**src/rtl/boss_danmaku_if.sv**
```systemverilog
// boss_danmaku_if: boss/player positions in, bullet pool and player status out.
interface boss_danmaku_if;
    logic        boss;
    logic [9:0]  bossx, bossy, reimux, reimuy;
    logic [79:0] bullet_x, bullet_y;
    logic [7:0]  bullet_v;
    logic [1:0]  lives;
    logic        hit, invuln, gameover;
    modport master (output boss, bossx, bossy, reimux, reimuy,
                    input  bullet_x, bullet_y, bullet_v, lives, hit, invuln, gameover);
    modport slave  (input  boss, bossx, bossy, reimux, reimuy,
                    output bullet_x, bullet_y, bullet_v, lives, hit, invuln, gameover);
endinterface

```
**src/rtl/boss_danmaku.sv**
```systemverilog
// boss_danmaku: spawns boss bullets into an 8-slot pool, moves them each tick,
// detects hits on Reimu and owns lives / invulnerability / gameover.
module boss_danmaku #(
    parameter int SPAWN_PERIOD = 16,
    parameter int SPEED        = 4,
    parameter int HIT_R        = 8,
    parameter int LIVES        = 3,
    parameter int INV_TICKS    = 64
) (
    input logic           clk22,
    input logic           rst,
    boss_danmaku_if.slave bus
);
    localparam int CW = $clog2(SPAWN_PERIOD + 1);
    localparam int IW = $clog2(INV_TICKS + 1);

    logic [7:0][9:0] bx_q, bx_d, by_q, by_d;
    logic [7:0][2:0] bd_q, bd_d;
    logic [7:0]      bv_q, bv_d, hits;
    logic [CW-1:0]   cnt_q, cnt_d;
    logic [IW-1:0]   inv_q, inv_d;
    logic [2:0]      dir_q, dir_d, slot;
    logic [1:0]      lives_q, lives_d;
    logic            hit_q, hit_d, go_q, go_d, found, run;
    logic signed [10:0] ex, ey, nx, ny;
    logic [10:0]     ax, ay;

    // dy of direction d equals dx of direction d+2
    function automatic logic signed [10:0] step(input logic [2:0] d);
        return (d[1:0] == 2'd0) ? 11'sd0 : d[2] ? -$signed(11'(SPEED)) : $signed(11'(SPEED));
    endfunction

    assign run = !go_q;

    always_comb begin
        hits = '0;
        ex = '0;
        ey = '0;
        ax = '0;
        ay = '0;
        for (int i = 0; i < 8; i++) begin
            ex = $signed({1'b0, bx_q[i]}) - $signed({1'b0, bus.reimux});
            ey = $signed({1'b0, by_q[i]}) - $signed({1'b0, bus.reimuy});
            ax = ex[10] ? -ex : ex;
            ay = ey[10] ? -ey : ey;
            hits[i] = run && inv_q == '0 && bv_q[i] && ax < 11'(HIT_R) && ay < 11'(HIT_R);
        end
    end

    always_comb begin
        found = 1'b0;
        slot = '0;
        for (int i = 7; i >= 0; i--)
            if (!bv_q[i]) begin
                found = 1'b1;
                slot = 3'(i);
            end
    end

    always_comb begin
        bx_d = bx_q;
        by_d = by_q;
        bd_d = bd_q;
        bv_d = bv_q;
        cnt_d = cnt_q;
        dir_d = dir_q;
        inv_d = inv_q;
        lives_d = lives_q;
        hit_d = 1'b0;
        go_d = go_q;
        nx = '0;
        ny = '0;
        if (run) begin
            for (int i = 0; i < 8; i++) begin
                nx = $signed({1'b0, bx_q[i]}) + step(bd_q[i]);
                ny = $signed({1'b0, by_q[i]}) + step(bd_q[i] + 3'd2);
                if (bv_q[i]) begin
                    if (hits[i] || nx[10] || nx > 11'sd639 || ny[10] || ny > 11'sd479)
                        bv_d[i] = 1'b0;
                    else begin
                        bx_d[i] = nx[9:0];
                        by_d[i] = ny[9:0];
                    end
                end
            end
            // the spawn target was free before this edge, so it never collides with a move
            if (bus.boss) begin
                if (cnt_q == CW'(SPAWN_PERIOD - 1)) begin
                    cnt_d = '0;
                    if (found && bus.bossy <= 10'd463) begin
                        bx_d[slot] = bus.bossx;
                        by_d[slot] = bus.bossy + 10'd16;
                        bd_d[slot] = dir_q;
                        bv_d[slot] = 1'b1;
                        dir_d = dir_q + 3'd1;
                    end
                end else
                    cnt_d = cnt_q + 1'b1;
            end
            inv_d = |hits ? IW'(INV_TICKS) : inv_q != '0 ? inv_q - 1'b1 : inv_q;
            if (|hits) begin
                lives_d = lives_q - 2'd1;
                hit_d = 1'b1;
                go_d = lives_q == 2'd1;
            end
        end
        if (!bus.boss) cnt_d = '0;
    end

    always_ff @(posedge clk22 or negedge rst) begin
        if (!rst) begin
            bx_q <= '0;
            by_q <= '0;
            bd_q <= '0;
            bv_q <= '0;
            cnt_q <= '0;
            dir_q <= '0;
            inv_q <= '0;
            lives_q <= 2'(LIVES);
            hit_q <= 1'b0;
            go_q <= 1'b0;
        end else begin
            bx_q <= bx_d;
            by_q <= by_d;
            bd_q <= bd_d;
            bv_q <= bv_d;
            cnt_q <= cnt_d;
            dir_q <= dir_d;
            inv_q <= inv_d;
            lives_q <= lives_d;
            hit_q <= hit_d;
            go_q <= go_d;
        end
    end

    assign bus.bullet_x = bx_q;
    assign bus.bullet_y = by_q;
    assign bus.bullet_v = bv_q;
    assign bus.lives    = lives_q;
    assign bus.hit      = hit_q;
    assign bus.invuln   = inv_q != '0;
    assign bus.gameover = go_q;
endmodule

```
**src/flat_wrapper.sv**
```systemverilog
// flat-port wrapper written by rule: the top's interface ports become plain ports
module boss_danmaku_flat 
#(
    parameter int SPAWN_PERIOD = 16,
    parameter int SPEED        = 4,
    parameter int HIT_R        = 8,
    parameter int LIVES        = 3,
    parameter int INV_TICKS    = 64
)
  (clk22, rst, bus_boss, bus_bossx, bus_bossy, bus_reimux, bus_reimuy, bus_bullet_x, bus_bullet_y, bus_bullet_v, bus_lives, bus_hit, bus_invuln, bus_gameover);
  boss_danmaku_if bus_i ();
  input logic clk22;
  input logic rst;
  input wire logic [$bits(bus_i.boss)-1:0] bus_boss;
  input wire logic [$bits(bus_i.bossx)-1:0] bus_bossx;
  input wire logic [$bits(bus_i.bossy)-1:0] bus_bossy;
  input wire logic [$bits(bus_i.reimux)-1:0] bus_reimux;
  input wire logic [$bits(bus_i.reimuy)-1:0] bus_reimuy;
  output wire logic [$bits(bus_i.bullet_x)-1:0] bus_bullet_x;
  output wire logic [$bits(bus_i.bullet_y)-1:0] bus_bullet_y;
  output wire logic [$bits(bus_i.bullet_v)-1:0] bus_bullet_v;
  output wire logic [$bits(bus_i.lives)-1:0] bus_lives;
  output wire logic [$bits(bus_i.hit)-1:0] bus_hit;
  output wire logic [$bits(bus_i.invuln)-1:0] bus_invuln;
  output wire logic [$bits(bus_i.gameover)-1:0] bus_gameover;
  assign bus_i.boss = bus_boss;
  assign bus_i.bossx = bus_bossx;
  assign bus_i.bossy = bus_bossy;
  assign bus_i.reimux = bus_reimux;
  assign bus_i.reimuy = bus_reimuy;
  assign bus_bullet_x = bus_i.bullet_x;
  assign bus_bullet_y = bus_i.bullet_y;
  assign bus_bullet_v = bus_i.bullet_v;
  assign bus_lives = bus_i.lives;
  assign bus_hit = bus_i.hit;
  assign bus_invuln = bus_i.invuln;
  assign bus_gameover = bus_i.gameover;
  boss_danmaku #(.SPAWN_PERIOD(SPAWN_PERIOD), .SPEED(SPEED), .HIT_R(HIT_R), .LIVES(LIVES), .INV_TICKS(INV_TICKS)) u_core (.clk22(clk22), .rst(rst), .bus(bus_i));
endmodule
```
**config.mk**
```make
export PLATFORM = sky130hd
export DESIGN_NAME = boss_danmaku_flat
export DESIGN_NICKNAME = d
export VERILOG_FILES = /design/src/rtl/boss_danmaku_if.sv /design/src/rtl/boss_danmaku.sv /design/src/flat_wrapper.sv
export SDC_FILE = /design/constraint.sdc
export NUM_CORES = 1
export LEC_CHECK = 0
export BUFFER_PORTS_ARGS = -buffer_cell sky130_fd_sc_hd__buf_4
export CORE_ASPECT_RATIO = 1.5
export CORE_MARGIN = 2
export CORE_UTILIZATION = 49
export DETAILED_ROUTE_END_ITERATION = 16
export PLACE_DENSITY = 0.66
export SETUP_SLACK_MARGIN = 0.2
export SKIP_LAST_GASP = 1
export SYNTH_ARGS = -nofsm -noshare
export SYNTH_HDL_FRONTEND = slang
export SYNTH_SLANG_ARGS = --single-unit
```
**constraint.sdc**
```tcl
create_clock -name clk22 -period 9.15 [get_ports clk22]
set_input_delay 1.3725 -clock clk22 [delete_from_list [all_inputs] [get_ports clk22]]
set_output_delay 1.3725 -clock clk22 [all_outputs]
set_load 0.005 [all_outputs]
```
Word-level counts from Yosys, hierarchy flattened
Cells that the tools add are included.
{ "op_classes": {"n_eq_ne": 3, "bitwise": 2, "reduce_logical": 83, "magnitude_cmp": 35, "addsub": 61, "mux": 163} }
{ "ops": {"columns": ["cell", "n"], "rows": [
  ["$mux W11", 48],
  ["$mux W10", 49],
  ["$mux W80", 6],
  ["$add A11 B11 Y11", 16],
  ["$lt A11 B4 Y1 const B", 16],
  ["$neg A11 Y11", 16],
  ["$sub A10 B10 Y11", 16],
  ["$bwmux W80", 2],
  ["$gt A11 B10 Y1 const B", 8],
  ["$gt A11 B11 Y1 const B", 8],
  ["$mux W1", 37],
  ["$logic_not A2 Y1", 16],
  ["$logic_or A1 B1 Y1", 32],
  ["$demux W10 S3", 1],
  ["$logic_and A1 B1 Y1", 27],
  ["$mux W3", 9],
  ["$add A3 B2 Y3 const B", 8],
  ["$bwmux W24", 1],
  ["$mux W8", 3],
  ["$mux W5", 3],
  ["$mux W7", 2],
  ["$add A10 B5 Y10 const B", 1],
  ["$le A10 B9 Y1 const B", 1],
  ["$demux W3 S3", 1],
  ["other kinds (19)", 20]
]} }
{ "totals": {"output_inout_bits": 173, "reg_bits": 211, "elab_cells": 378} }

Depth between registers and ports, before layout
{ "logic_depth": {"word_depth": 17, "mapped_depth": 17} }

Worst setup path after synthesis
OpenSTA, ideal clock, no wires.
{ "synth_timing": {"kind": "in2reg", "from": "input bus_reimuy[1]", "to": "register u_core.lives_q[1], in the netlist u_core.bus.lives[1]", "path_buffers": 1, "setup_time_ns": 0.082, "path_stages": 14, "setup_slack_ns": 4.240, "t_arrival_ns": 4.827, "cell_sequence": "inv_1 -> fa_1 -> a211oi_2 -> or4b_1 -> nand4_1 -> or4_4 -> nor4b_2 -> nor4bb_1 -> o2111a_1 -> nor2_1 -> o311ai_1 -> or4b_1 -> buf_6 -> mux2_4"} }
{ "synth_via": {"elab_chain_cells": 7, "elab_cells_between_ends": 42, "cone_classes": "16 x add/sub; 8 x order compare; 8 x mux; 10 x reduce/logical"} }
{ "synth_rtl": {"columns": ["item", "line_no", "source"], "rows": [
  ["start, declared", "flat_wrapper.sv:18", "input wire logic [$bits(bus_i.reimuy)-1:0] bus_reimuy;"],
  ["$sub A10 B10 Y11", "boss_danmaku.sv:43", "ey = $signed({1'b0, by_q[i]}) - $signed({1'b0, bus.reimuy});"],
  ["$neg A11 Y11", "boss_danmaku.sv:45", "ay = ey[10] ? -ey : ey;"],
  ["$mux W11", "boss_danmaku.sv:45", null],
  ["$lt A11 B4 Y1", "boss_danmaku.sv:46", "hits[i] = run && inv_q == '0 && bv_q[i] && ax < 11'(HIT_R) && ay < 11'(HIT_R);"],
  ["$logic_and A1 B1 Y1", "boss_danmaku.sv:46", null],
  ["$reduce_or A8 Y1 (*)", "boss_danmaku.sv:101", "if (|hits) begin"],
  ["$reduce_and A2 Y1 (no line) (*)", null, null],
  ["end signal, assigned", "boss_danmaku.sv:119", "lives_q <= 2'(LIVES);"],
  ["end signal, assigned", "boss_danmaku.sv:130", "lives_q <= lives_d;"],
  ["end, declared", "boss_danmaku.sv:23", "logic [1:0] lives_q, lives_d;"]
]} }
Every way passes the cells marked *; elsewhere a longest branch is shown, timed or not.
A chain may end at the register's enable or synchronous reset.

Final worst setup path
{ "layout_timing": {"from": "input bus_reimuy[3]", "to": "register u_core.bx_q, in the netlist u_core.bus.bullet_x[78]"} }
{ "layout_via": {"elab_chain_cells": 16} }
{ "layout_rtl": {"columns": ["item", "line_no", "source"], "rows": [
  ["$sub A10 B10 Y11 (*)", "boss_danmaku.sv:43", null],
  ["$neg A11 Y11", "boss_danmaku.sv:45", null],
  ["$mux W11 (*)", "boss_danmaku.sv:45", null],
  ["$lt A11 B4 Y1 (*)", "boss_danmaku.sv:46", null],
  ["$logic_and A1 B1 Y1 (*)", "boss_danmaku.sv:46", null],
  ["$logic_or A1 B1 Y1 (*) (4 in a row)", "boss_danmaku.sv:78", "if (hits[i] || nx[10] || nx > 11'sd639 || ny[10] || ny > 11'sd479)"],
  ["$mux W10 (*)", "boss_danmaku.sv:78", null],
  ["$mux W10 (*)", "boss_danmaku.sv:77", "if (bv_q[i]) begin"],
  ["$mux W10 (*)", "boss_danmaku.sv:73", "if (run) begin"],
  ["$bwmux W80", "boss_danmaku.sv:91", "bx_d[slot] = bus.bossx;"],
  ["$mux W80", "boss_danmaku.sv:90", "if (found && bus.bossy <= 10'd463) begin"],
  ["$mux W80", "boss_danmaku.sv:88", "if (cnt_q == CW'(SPAWN_PERIOD - 1)) begin"],
  ["$mux W80 (*)", "boss_danmaku.sv:87", "if (bus.boss) begin"],
  ["end signal, assigned", "boss_danmaku.sv:112", "bx_q <= '0;"],
  ["end signal, assigned", "boss_danmaku.sv:123", "bx_q <= bx_d;"],
  ["end, declared", "boss_danmaku.sv:17", "logic [7:0][9:0] bx_q, bx_d, by_q, by_d;"]
]} }
Every way passes the cells marked *; elsewhere a longest branch is shown, timed or not. The select of a mux whose other input is x is not followed.

==> flow_results.org <==
** Clock network
- Number of CTS-inserted buffers :: 25
- Gates resized, CTS repair :: 0
- Htree depth :: 1
- For this design, the CTS-stage hold fixing added 0 buffers.
- The clock passes through at most 3 buffers.
- TritonCTS built the clock tree.
- At the later pin of the worst-skew pair, clock insertion delay measures 570 ps.
- Clock tree synthesis found a total of 211 sinks.
- The number of setup buffers added after CTS is 0.
- CTS Root Cell :: clkbuf_16
- Clock-pin slew was measured on the worst setup and hold paths at 60 ps.

** Yosys
- The synthesized design contains between 200 and 250 register bits.
- Counting distinct cell types in the post-synthesis netlist gives 100.
- A synthesized cell averages between 8 and 9 um2.
- Number of instances in the synthesized netlist :: around 2800
- Most common library cells after synthesis :: ha_1 (295), dfrtp_1 (209), nor2_1 (186), a21oi_1 (183), inv_1 (175)
- When the netlist entered floorplanning its net count stood at around 3100.
- Most repeated cell in the gate-level netlist after synthesis :: ha_1
- Share of the yosys chip area belonging to registers :: roughly 22%
- Number of enable flip-flop cells after synthesis :: 0
- Top area cells in the synthesized netlist :: dfrtp_1 (22%), ha_1 (15%), o22a_1 (6.0%)
- The cell area that synthesis handed to floorplanning was between 0.02 and 0.025 mm2.
- Among all flip-flop cells after synthesis, the most frequent one is dfrtp_1.
- The synthesized design spends more area on one cell type than any other, namely dfrtp_1.
- Post-synthesis async set-or-reset flop share :: 100.0%
- For this run, the number of Yosys warnings is 0.
- Post-synth top area share :: a little over a fifth

** Power and ir drop
- In this run the static leakage power is 12.73 nW.
- In this run the power density over the cells is ~180 mW/mm2.
- VDD IR max :: approximately 0.00015 V

** Worst setup path
- Walking the worst path, the cells encountered are buf_4 > inv_1 > ha_1 > o21ai_0 > a21o_1 > nor3b_1 > a311oi_1 > nand4_1 > a311oi_1 > o21ai_0 > o2111ai_1 > nand4_1 > a21oi_1 > o22a_1.
- By startpoint and endpoint, the worst setup path is classified as input pin to flip-flop.
- Crit path capture type :: flip-flop
- The worst setup path is launched from an input pin.
- Arrival time of data at the critical path endpoint :: 6410 ps
- Library cell contributing the largest single delay on the critical path :: a21oi_1
- STA puts the critical path data required time at between 9000 and 10000 ps.
- Highest fanout seen on the critical path :: 17
- In this design, the stage delay of the slowest critical-path cell is 1240 ps.

** Floorplanning
- The region available for standard cell placement spans roughly 0.048 mm2.
- The die covers about 0.05 mm2.
- Vertical extent of the die :: approximately 270 um
- Initial cell density of the core :: about half
- Measured along the x axis, the die boundary spans around 180 um.
- I/O Pins :: roughly 220
- Std-Cell Rows :: a little under 100

** Detailed routing
- The first detailed-routing pass took 8 iterations.
- DRC viols :: 0
- Dividing the detail-routed wire length by the instance count gives 24.41 um.
- The detailed router finished its first iteration with 1541 violations.
- Per-cell via count in the routed design :: between 6 and 7
- The final route contains between 20000 and 25000 vias.
- The count of nets left with antenna violations once routing finished came out at 0.
- Wires add up to 88.42 mm.

** Placement
- Routability-driven placement finished with a final weighted congestion of 0.9340.
- Once placement finished, the instance area stood at 0.02622 mm2.
- The count of buffers added on input and output ports is 215.
- Half-perimeter wire length of the detailed placement result :: between 60 and 70 mm
- Including well taps, the total number of placed cells is between 3000 and 4000.

** STA
- Summed over all failing endpoints, the final setup total negative slack is 0 ps.
- Final cycle utilization of the critical path :: between 60 and 70%
- For the pin with the worst max-slew slack, the measured transition is between 1000 and 1500 ps.
- Setup repair after global routing left no endpoint under its margin.
- For the final database, setup skew stands at 24.68 ps.
- Worst hold slack across all endpoints :: slightly below 500 ps
- Final number of hold-violating endpoints :: 0
- For this run, the top clock speed supported by timing is approximately 170 MHz.
- The final max-slew violation count is 0.
- Crit path time final :: between 5000 and 6000 ps
- Measured against its own limit, the worst slew margin works out to ~14%.
- Setup violations remaining at the end of the flow were counted as 0.

** Finish
- Number of antenna repair diodes :: 0
- Final nets :: about 3300
- Fill cells :: between 4000 and 5000
- Number of standard cells in the layout, taps in and fillers out :: 3623
- The multi-input combinational cells in the finished layout cover a total of ~0.018 mm2.
- Across the whole layout, storage elements account for about 0.0053 mm2.
- Finished Cell Area :: 0.02715 mm2
- Area growth from synthesis to layout :: 13.38%
- Fraction of final layout cells with drive strength greater than 1 :: a little over an eighth

** Flow run
- Max-cap violations in this run came to 0.

** Worst hold path
- The tightest min-delay check is of the flip-flop to flip-flop type.

** Global routing
- Number of antenna violations at the first check in global routing :: 0
- Gr usage total :: approximately a third
- The first global-routing pass estimated approximately 130 mm of wire.
- Global routing finished with a remaining overflow of 0.
- Vias in the first global route :: roughly 23000
- Maximum number of pins on one net before global-route repair :: 108

** Status
- The run finished with clean final reports.
-- where the power goes --
part / switching (mW) / internal [mW] / leakage (nW)
sequential: 0.235 / 1.06 / 2.56
clock: 0.451 / 0.711 / 0.454
combinational: 1.34 / 1.11 / 9.71
total: 2.03 / 2.88 / 12.7
-- state kept, by name, indices dropped and copies added (netlist names) --
| signal | cells |
|---|---|
| u_core.bd_q | 24 |
| u_core.bus.bullet_v | 8 |
| u_core.bus.bullet_x | 80 |
| u_core.bus.bullet_y | 80 |
| u_core.bus.gameover | 1 |
| u_core.bus.hit | 1 |
| u_core.bus.lives | 2 |
| u_core.cnt_q | 5 |
| u_core.dir_q | 3 |
| u_core.inv_q | 7 |
-- critical path: cells and delay by family --
| kind | cells | cell delay [ps] |
|---|---|---|
| and+or+nand+nor | 3 | 1020 |
| buffers and inverters | 2 | 740 |
| adders and majority gates | 1 | 420 |
| AOI/OAI and AO/OA | 8 | 2830 |
-- worst paths after layout --
check | start | end | depth (start not counted) | slack, ps
worst min register to register | u_core.inv_q[6] | u_core.inv_q[6] | 1 | 490
min in group asynchronous | rst | u_core.bus.bullet_x[9] | 1 | 840
worst min-delay path | u_core.inv_q[6] | u_core.inv_q[6] | 1 | 490
max in group asynchronous | rst | u_core.bus.bullet_y[57] | 2 | 6860
worst max-delay path | bus_reimuy[3] | u_core.bus.bullet_x[78] | 14 | 3240
worst max register to register | u_core.bd_q[22] | u_core.bus.bullet_x[78] | 15 | 3870
-- placed cells by master, fill, tap and decap left out, types with 16 or more instances in the layout --
cell type	instances
o22ai_1	19
inv_1	175
o211ai_1	23
fa_1	32
nor2b_1	46
o21a_1	20
a21oi_1	183
buf_4	239
a21o_1	97
o31ai_1	17
a2bb2oi_1	16
o21ai_0	118
dfrtp_1	208
nand4_1	26
xnor2_1	128
mux2_2	46
nor3_1	49
nor2_1	186
nand2b_1	48
o22a_1	163
a22oi_1	24
mux2i_1	25
a31oi_1	22
nand3_1	37
clkbuf_16	25
nand2_1	169
or2_2	24
ha_1	295
o2111ai_1	18
nor3b_1	24
xor2_1	82
a211oi_1	29
o21bai_1	32
or3_1	19
and3_1	24
-- per-layer routing --
| layer | global-route usage [%] | vias to the layer above | wire [um] |
|---|---|---|---|
| li1 | - | 10740 | - |
| met1 | 38.97 | 11440 | 32940 |
| met2 | 59.59 | 938 | 42600 |
| met3 | 5.004 | 317 | 6017 |
| met4 | 23.43 | 0 | 6861 |
| met5 | 0 | - | 0 |
-- kinds of logic after synthesis --
logic type / after synthesis / share of synthesized area, %
buffers and inverters: 262 / 4.316
AOI/OAI and AO/OA: 938 / 28.38
xor gates and xnor gates: 210 / 7.682
and+or+nand+nor: 746 / 16.20
DFF: 211 / 22.06
muxes: 72 / 3.271
adders and majority gates: 327 / 18.09
-- final cells by class --
class	instances	area share, %
multi-input cells	2293	64.98
repair buffers	241	6.683
inverters	176	2.434
well taps	656	3.023
clock inverters	12	0.7973
flip-flops and latches	211	19.47
clock buffers	34	2.613
-- stage by stage --
step                      setup slack (ps)  util (%)  power [mW]
final                                 3241     56.05       4.906
after global routing                  3047     56.05       5.205
after CTS                             3427     56.05       4.887
after detailed placement              2864     54.14       3.703
after global placement                1669     54.12       3.644
after floorplan                       4240         -       2.972
No activity file was read; power rests on OpenSTA's default activity.
